==> src/rtl/mem_stage_pkg.sv <==
// mem_stage shared definitions: load-op encoding and MEM state encoding.
// Optional bypass export is enabled by defining MS_FWD_EN.
package mem_stage_pkg;

  localparam int         LD_SIGN   = 2;
  localparam logic [1:0] LD_SIZE_B = 2'b00;
  localparam logic [1:0] LD_SIZE_H = 2'b01;
  localparam logic [1:0] LD_SIZE_W = 2'b10;

  typedef enum logic [1:0] {
    IDLE  = 2'd0,
    WAIT  = 2'd1,
    READY = 2'd2
  } ms_state_e;

  function automatic logic [1:0] ld_size(input logic [2:0] op);
    return op[1:0];
  endfunction

endpackage

==> src/rtl/mem_stage_load_extract.sv <==
// Load lane select and sign/zero extension; purely combinational.
module load_extract
  import mem_stage_pkg::*;
(
  input  logic [31:0] data,
  input  logic [1:0]  addr,
  input  logic [2:0]  ld_op,
  output logic [31:0] result
);

  logic [7:0]  b;
  logic [15:0] h;
  logic        sign;
  logic [1:0]  size;

  always_comb begin
    sign   = ld_op[LD_SIGN];
    size   = ld_size(ld_op);
    b      = data[{addr, 3'b000} +: 8];
    h      = data[{addr[1], 4'b0000} +: 16];
    result = data;
    unique case (1'b1)
      size == LD_SIZE_B: result = {{24{sign & b[7]}}, b};
      size == LD_SIZE_H: result = {{16{sign & h[15]}}, h};
      size == LD_SIZE_W: result = data;
      default:           result = data;
    endcase
  end

endmodule

==> src/rtl/mem_stage.sv <==
// MEM pipeline stage: waits for data-SRAM response, extends loads, feeds WB.
// Define MS_FWD_EN to drive the ms_fwd_* bypass bundle (else tied to 0).
module mem_stage
  import mem_stage_pkg::*;
#(
  parameter logic [31:0] PC_RESET = 32'h0
) (
  input  logic        clk,
  input  logic        resetn,
  output logic        ms_allowin,
  input  logic        es_to_ms_valid,
  input  logic [31:0] es_pc,
  input  logic [31:0] es_rf_wdata,
  input  logic [4:0]  es_rf_waddr,
  input  logic        es_rf_we,
  input  logic        es_mem_req,
  input  logic        es_is_load,
  input  logic [2:0]  es_ld_op,
  input  logic        data_sram_data_ok,
  input  logic [31:0] data_sram_rdata,
  input  logic        ws_allowin,
  output logic        ms_to_ws_valid,
  output logic [31:0] ms_pc,
  output logic [31:0] ms_rf_wdata,
  output logic [4:0]  ms_rf_waddr,
  output logic        ms_rf_we,
  output logic        ms_fwd_we,
  output logic [4:0]  ms_fwd_waddr,
  output logic [31:0] ms_fwd_wdata,
  output logic        ms_fwd_ready
);

  ms_state_e   state;
  ms_state_e   nstate;
  logic        ms_valid;
  logic        ms_ready_go;
  logic        accept;
  logic        capture;
  logic [31:0] pc_q;
  logic [31:0] wdata_q;
  logic [4:0]  waddr_q;
  logic        we_q;
  logic        is_load_q;
  logic [2:0]  ld_op_q;
  logic [31:0] buf_q;
  logic [31:0] ld_src;
  logic [31:0] ld_val;

  always_ff @(posedge clk or negedge resetn) begin
    if (!resetn) state <= IDLE;
    else         state <= nstate;
  end

  always_comb begin
    nstate = state;
    if (ms_allowin) begin
      if (!es_to_ms_valid) nstate = IDLE;
      else if (es_mem_req) nstate = WAIT;
      else                 nstate = READY;
    end else if (state == WAIT && data_sram_data_ok) begin
      nstate = READY;
    end
  end

  always_comb begin
    ms_valid       = state != IDLE;
    ms_ready_go    = (state == READY) |
                     ((state == WAIT) & data_sram_data_ok);
    ms_allowin     = ~ms_valid | (ms_ready_go & ws_allowin);
    ms_to_ws_valid = ms_valid & ms_ready_go;
    accept         = es_to_ms_valid & ms_allowin;
    capture        = (state == WAIT) & data_sram_data_ok &
                     ~ws_allowin;
  end

  always_ff @(posedge clk or negedge resetn) begin
    if (!resetn) begin
      pc_q      <= PC_RESET;
      wdata_q   <= '0;
      waddr_q   <= '0;
      we_q      <= 1'b0;
      is_load_q <= 1'b0;
      ld_op_q   <= '0;
    end else if (accept) begin
      pc_q      <= es_pc;
      wdata_q   <= es_rf_wdata;
      waddr_q   <= es_rf_waddr;
      we_q      <= es_rf_we;
      is_load_q <= es_is_load;
      ld_op_q   <= es_ld_op;
    end
  end

  // Holds the response only while WB back-pressures the stage.
  always_ff @(posedge clk or negedge resetn) begin
    if (!resetn)      buf_q <= '0;
    else if (capture) buf_q <= data_sram_rdata;
  end

  assign ld_src = (state == READY) ? buf_q : data_sram_rdata;

  load_extract u_load_extract (
    .data   (ld_src),
    .addr   (wdata_q[1:0]),
    .ld_op  (ld_op_q),
    .result (ld_val)
  );

  assign ms_pc       = pc_q;
  assign ms_rf_waddr = waddr_q;
  assign ms_rf_we    = ms_valid & we_q;
  assign ms_rf_wdata = is_load_q ? ld_val : wdata_q;

`ifdef MS_FWD_EN
  assign ms_fwd_we    = ms_valid & ms_rf_we;
  assign ms_fwd_waddr = ms_rf_waddr;
  assign ms_fwd_wdata = ms_rf_wdata;
  assign ms_fwd_ready = ms_ready_go;
`else
  assign ms_fwd_we    = 1'b0;
  assign ms_fwd_waddr = 5'd0;
  assign ms_fwd_wdata = 32'd0;
  assign ms_fwd_ready = 1'b0;
`endif

endmodule

==> config.mk <==
export PLATFORM = sky130hd
export DESIGN_NAME = mem_stage
export DESIGN_NICKNAME = d
export VERILOG_FILES = /design/src/rtl/mem_stage_pkg.sv /design/src/rtl/mem_stage_load_extract.sv /design/src/rtl/mem_stage.sv
export SDC_FILE = /design/constraint.sdc
export NUM_CORES = 1
export LEC_CHECK = 0
export ABC_CLOCK_PERIOD_IN_PS = 6900
export CORE_ASPECT_RATIO = 0.9
export CORE_UTILIZATION = 48
export DETAILED_ROUTE_END_ITERATION = 8
export GPL_TIMING_DRIVEN = 0
export PLACE_DENSITY = 0.86
export REMOVE_ABC_BUFFERS = 1
export SYNTH_ARGS = -nofsm -noshare
export SYNTH_HDL_FRONTEND = slang
export SYNTH_HIERARCHICAL = 1
export SYNTH_SLANG_ARGS = --single-unit
==> constraint.sdc <==
create_clock -name clk -period 6.9 [get_ports clk]
set_input_delay 1.725 -clock clk [delete_from_list [all_inputs] [get_ports clk]]
set_output_delay 1.725 -clock clk [all_outputs]
set_load 0.01 [all_outputs]
### Yosys cells after proc, flatten, opt, wreduce, memory -nomap -nowiden

Cells that the tools add are included.

* output and inout bits: 111
* word-level logic and storage cells: 36
* latch bits: 0
* memory bits (read-only): 0
* memories: 0
* flip-flop bits (word level): 108
* memory bits (writable): 0
* input port bits: 112

* mux-type cells: 7
* reduce and logical (&&, ||, !) cells: 4
* bitwise operators: 12
* multipliers: 0
* shift operators: 2
* add/sub/neg operators: 0
* magnitude comparators: 0
* div/mod/pow operators: 0
* equality and inequality tests: 3

Operators with widths (count)
* 2-to-1 mux 32 bit: 2
* case mux 32 bit (2 select lines): 1
* variable part select 32 x 6 -> 16 bit: 1
* variable part select 32 x 6 -> 8 bit: 1
* bitwise AND 1 bit: 8
* 2-to-1 mux 2 bit: 4
* equality test 2 x 1 -> 1 bit (second input constant): 2
* nonzero test 2 bit: 2
* equality test 2 bit (second input constant): 1
* zero test 2 bit: 1
* NOT 1 bit: 2
* bitwise OR 1 bit: 2
* logical AND 1 bit: 1

### Longest topological paths before layout

Gate-level depths: netlist (run 1).

* depth after elaboration: 6
* mapped depth: 11
* depth with buffers taken out: 7

### Hierarchy

The synthesis (run 1) kept the hierarchy.

By module, submodules not included
* mem_stage: times used 1, cells an instance 356, seq. area each 2702.6 um^2, area an instance 5159.9 um^2
* load_extract: times used 1, cells an instance 117, seq. area each 0.0 um^2, area an instance 724.4 um^2

### Worst setup path after synthesis (run 1)

OpenSTA, ideal clock, no wires.

* path kind: input to output
* start point: input port data_sram_rdata[23]
* end point: output port ms_rf_wdata[16]
* stages: 8
* path buffers: 2
* setup slack: 2018 ps
* required time: 5175 ps
* data arrival time: 3157 ps
* cells stage by stage: mux2_2 -> mux2_2 -> a22oi_2 -> and2_1 -> buf_6 -> buf_8 -> a21oi_2 -> mux2_2

* cells in the longest elaborated chain, start to end: 5

RTL lines
* start: declaration: RTL line mem_stage.sv:20 `input logic [31:0] data_sram_rdata,`
* 2-to-1 mux 32 bit: RTL line mem_stage.sv:100 `assign ld_src = (state == READY) ? buf_q : data_sram_rdata;`
* variable part select 32 x 6 -> 8 bit: RTL line mem_stage_load_extract.sv:19 `b = data[{addr, 3'b000} +: 8];`
* bitwise AND 1 bit: RTL line mem_stage_load_extract.sv:23 `size == LD_SIZE_B: result = {{24{sign & b[7]}}, b};`
* case mux 32 bit (2 select lines): RTL line mem_stage_load_extract.sv:22 `unique case (1'b1)`
* named net ld_val[16]: RTL line mem_stage.sv:47 `logic [31:0] ld_val;`
* 2-to-1 mux 32 bit: RTL line mem_stage.sv:112 `assign ms_rf_wdata = is_load_q ? ld_val : wdata_q;`
* end: declaration: RTL line mem_stage.sv:24 `output logic [31:0] ms_rf_wdata,`

The timed path passes the listed nets, and every way through them passes these cells.

### Worst setup path in the final report (run 1)

* start point: input port data_sram_rdata[15]
* end point: output port ms_rf_wdata[21]

* cells in the longest elaborated chain, start to end: 5
* elaborated cells on any way between the ends: 7
* those cells by class: shift: 2; mux: 3; bitwise: 2

RTL lines
* 2-to-1 mux 32 bit *: RTL line mem_stage.sv:100
* named net ld_src[15]: RTL line mem_stage.sv:46 `logic [31:0] ld_src;`
* variable part select 32 x 6 -> 16 bit or variable part select 32 x 6 -> 8 bit (tied branches): RTL line mem_stage_load_extract.sv:20, mem_stage_load_extract.sv:19
* bitwise AND 1 bit (on tied branches): RTL line mem_stage_load_extract.sv:24, mem_stage_load_extract.sv:23
* case mux 32 bit (2 select lines) *: RTL line mem_stage_load_extract.sv:22
* named net ld_val[21]: RTL line mem_stage.sv:47
* 2-to-1 mux 32 bit *: RTL line mem_stage.sv:112

The timed path passes the listed nets; every way through them passes the cells marked *.

==> results of run 1 <==
==> registers in the layout, indices dropped and copies added (netlist names) <==
signal and count:
is_load_q 1, state 2, ms_rf_waddr 5, we_q 1, wdata_q 32, ms_pc 32, buf_q 32, ld_op_q 3
==> cells in the final DEF, fill, tap and decap left out, types with 3 or more instances in the layout <==
cell type	synthesis	layout
inv_8	0	4
nand2_1	26	26
inv_1	3	3
mux2_2	130	130
conb_1	1	39
a21oi_1	23	23
nor2b_1	14	13
dfrtp_1	108	106
buf_8	1	4
a22oi_1	8	8
a21oi_2	10	10
clkbuf_16	0	9
clkdlybuf4s50_1	0	182
mux2_1	49	49
o21ai_0	9	9
==> cells in the mapped netlist, types with 2 or more instances <==
cell type,count
mux2_2,130
buf_6,6
nand2b_1,2
nor2b_1,14
nand2_1,26
dfrtp_1,108
a21oi_2,10
a21oi_1,23
buf_4,41
o21ai_0,9
mux2_1,49
nor2_1,3
nor3b_1,2
inv_1,3
o21bai_1,2
a22oi_1,8
clkbuf_1,10
mux2i_1,2
buf_2,12
==> metrics by stage <==
stage | hold WS (ns) | setup TNS [ns] | setup slack (ns) | area [um2]
global placement | 0.4700 | -1.620 | -0.1437 | 7562
floorplan | 0.4603 | 0 | 1.494 | 5535
global route | 0.5062 | 0 | 0.3417 | 8008
CTS | 0.4988 | 0 | 0.4392 | 8005
detailed placement | 0.4802 | 0 | 0.4474 | 7702
finish | 0.4924 | 0 | 0.4751 | 8008
==> final timing paths <==
kind / endpoint / slack [ns] / startpoint / cells after the start
max: ms_rf_wdata[21] / 0.48 / data_sram_rdata[15] / 8
min: wdata_q[23] / 0.49 / wdata_q[23] / 1
max reg2reg: ms_pc[10] / 4.75 / state[0] / 6
min reg2reg: wdata_q[23] / 0.49 / wdata_q[23] / 1
max in group asynchronous: is_load_q / 4.76 / resetn / 2
min in group asynchronous: buf_q[0] / 1.41 / resetn / 1
==> area by class of cell <==
class / instances / area (um2) / share of cell area, %
Multi-Input combinational cell: 329 / 2836 / 35.42
Sequential cell: 108 / 2705 / 33.78
Clock inverter: 7 / 77.57 / 0.9688
Timing Repair Buffer: 190 / 1957 / 24.44
Clock buffer: 9 / 225.2 / 2.813
Tap cell: 156 / 195.2 / 2.437
Inverter: 3 / 11.26 / 0.1406
==> cells by family (layout without fill, tap and decap cells) <==
logic type	Yosys count	after routing	share of synthesized area, %
compound gates	55	55	6.166
buf+inv	74	209	8.548
flops	108	108	45.93
mux	181	181	34.59
other cells	1	39	0.06373
simple gates	54	54	4.699
==> where the power goes <==
group	switching, mW	internal [mW]
Clock	0.270	0.259
Combinational	0.857	1.27
Sequential	0.280	0.953
Total	1.41	2.48
==> metal layers <==
metal,part of all wire (%),vias to the layer above
met5,0,-
met2,49,191
met1,41,1995
met4,0.99,0
met3,9.2,10
li1,-,1923
==> results.py, run 1 <==
metrics = {
    "detailed_routing": {
        "first_pass_iters": 4,
        "avgRoutedWirePerCell_um": 17.69,
        "drt_iter0_markers": 209,
        "wirelength_mm": 14.19,
        "num_vias": 4119,
        "drtAntennaViolNets": 0,
        "drc": 0,
        "via_per_inst": 5.136,
    },
    "yosys": {
        "syn_inst": 473,
        "synth_top_area_share_pct": 45.93,
        "synth_seq_cells": 108,
        "synth-edff-count": 0,
        "ys_seq_area_share_pct": 45.93,
        "synth_ff_type": "dfrtp_1",
        "async_flop_share_pct": 100.0,
        "syn_avg_cell_area_um2": 12.44,
        "ys_warn_count": 6,
        "yosysUniqueCellTypes": 32,
        "yosys.area.top_type": "dfrtp_1",
        "synthTopCellsByArea": "dfrtp_1 46%, mux2_2 25%, mux2_1 9.4%, buf_4 5.2%, a21oi_1 2.0%",
        "netlist_area_um2": 5884,
    },
    "die": {
        "core-area_um2": 11670,
        "start_util_pct": 50.44,
        "fp-row-count": 37,
        "dieArea_um2": 12710,
        "ios": 223,
        "die-width_um": 118.7,
        "die_h_um": 107.0,
    },
    "cells_and_area": {
        "finalNonFillerCells": 802,
        "fillerInstances": 840,
        "antenna_cells": 0,
        "layout.nets": 753,
        "layout-drive-gt1-share_pct": 26.32,
        "fin_util_pct": 68.64,
        "syn2layout_area_growth_pct": 36.08,
    },
    "cts": {
        "cts_sinks": 108,
        "ctsResizeCount": 0,
        "post_cts_buffers": 0,
        "cts_tree": "yes",
        "clkTransAtPathRegs_ns": 0.08,
        "cts_hold_buf": 0,
        "clockBufferDepth": 2,
        "numCtsBuffers": 9,
        "clk_latency_ns": 0.36,
        "htreeDepth": 3,
        "clk_root_buffer_cell": "clkbuf_16",
    },
    "setup_path": {
        "critPathKind": "in2out",
        "crit_fanout": 16,
        "startpoint_type": "input pin",
        "cp_top_family": "buffers and inverters",
        "crit_buf_inv": 2,
        "cpMaxStageDelayCell": "and2_1",
        "worst_setup_path_end_kind": "output port",
        "cpPeakStageDelay_ns": 0.80,
        "crit_required_ns": 5.18,
        "arrival_ns": 4.70,
        "cpMostUsedCell": "mux2_2",
        "path_cells": "clkdlybuf4s50_1 -> mux2_2 -> mux2_2 -> a21oi_1 -> and2_1 -> a21oi_1 -> mux2_2 -> clkdlybuf4s50_1",
    },
    "pwr": {
        "finalPower_mw": 3.886,
        "p_leak_nw": 3.290,
        "vdd_ir_drop_max_mv": 0.3014,
        "cellPowerDensity_nw_per_um2": 485.3,
    },
    "status": {
        "status": "complete, no violations",
    },
    "global_routing": {
        "overflow": 0,
        "grt_use_met2_pct": 40.35,
        "grt_pass1_wl_mm": 23.12,
        "grt_max_degree": 58,
        "first_global_vias": 4488,
        "busiest_layer": "met2",
        "grtUsageMet3_pct": 7.553,
        "grt_use_met1_pct": 28.63,
        "track_usage_pct": 23.57,
        "antenna_found_initial": 0,
    },
    "place": {
        "place_hpwl_mm": 9.959,
        "io_buffers": 183,
        "place_inst": 786,
        "place.gp.congestion": 0.7138,
    },
    "timing": {
        "period_minus_slack_ns": 6.425,
        "hold_viol": 0,
        "setup_violations": 0,
        "rsz0062_at_grt": "false",
        "drv_slew": 0,
        "max_freq_ghz": 0.1556,
        "period_share_pct": 93.11,
        "timing.slew.headroom_pct": 32.09,
        "worst_pin_slew_ns": 1.019,
        "fin_skew_ns": 0.007473,
    },
    "hold_path": {
        "min_path_type": "reg2reg",
    },
    "job": {
        "maxCapViolCount": 0,
    },
}
(Power assumes the default switching activity.)
==> run 2: changes to the inputs <==
CTS_CLUSTER_SIZE = 10   (was default)
==> results of run 2 <==
Same layout as run 1: the final DEF is identical, and so are final timing and power.
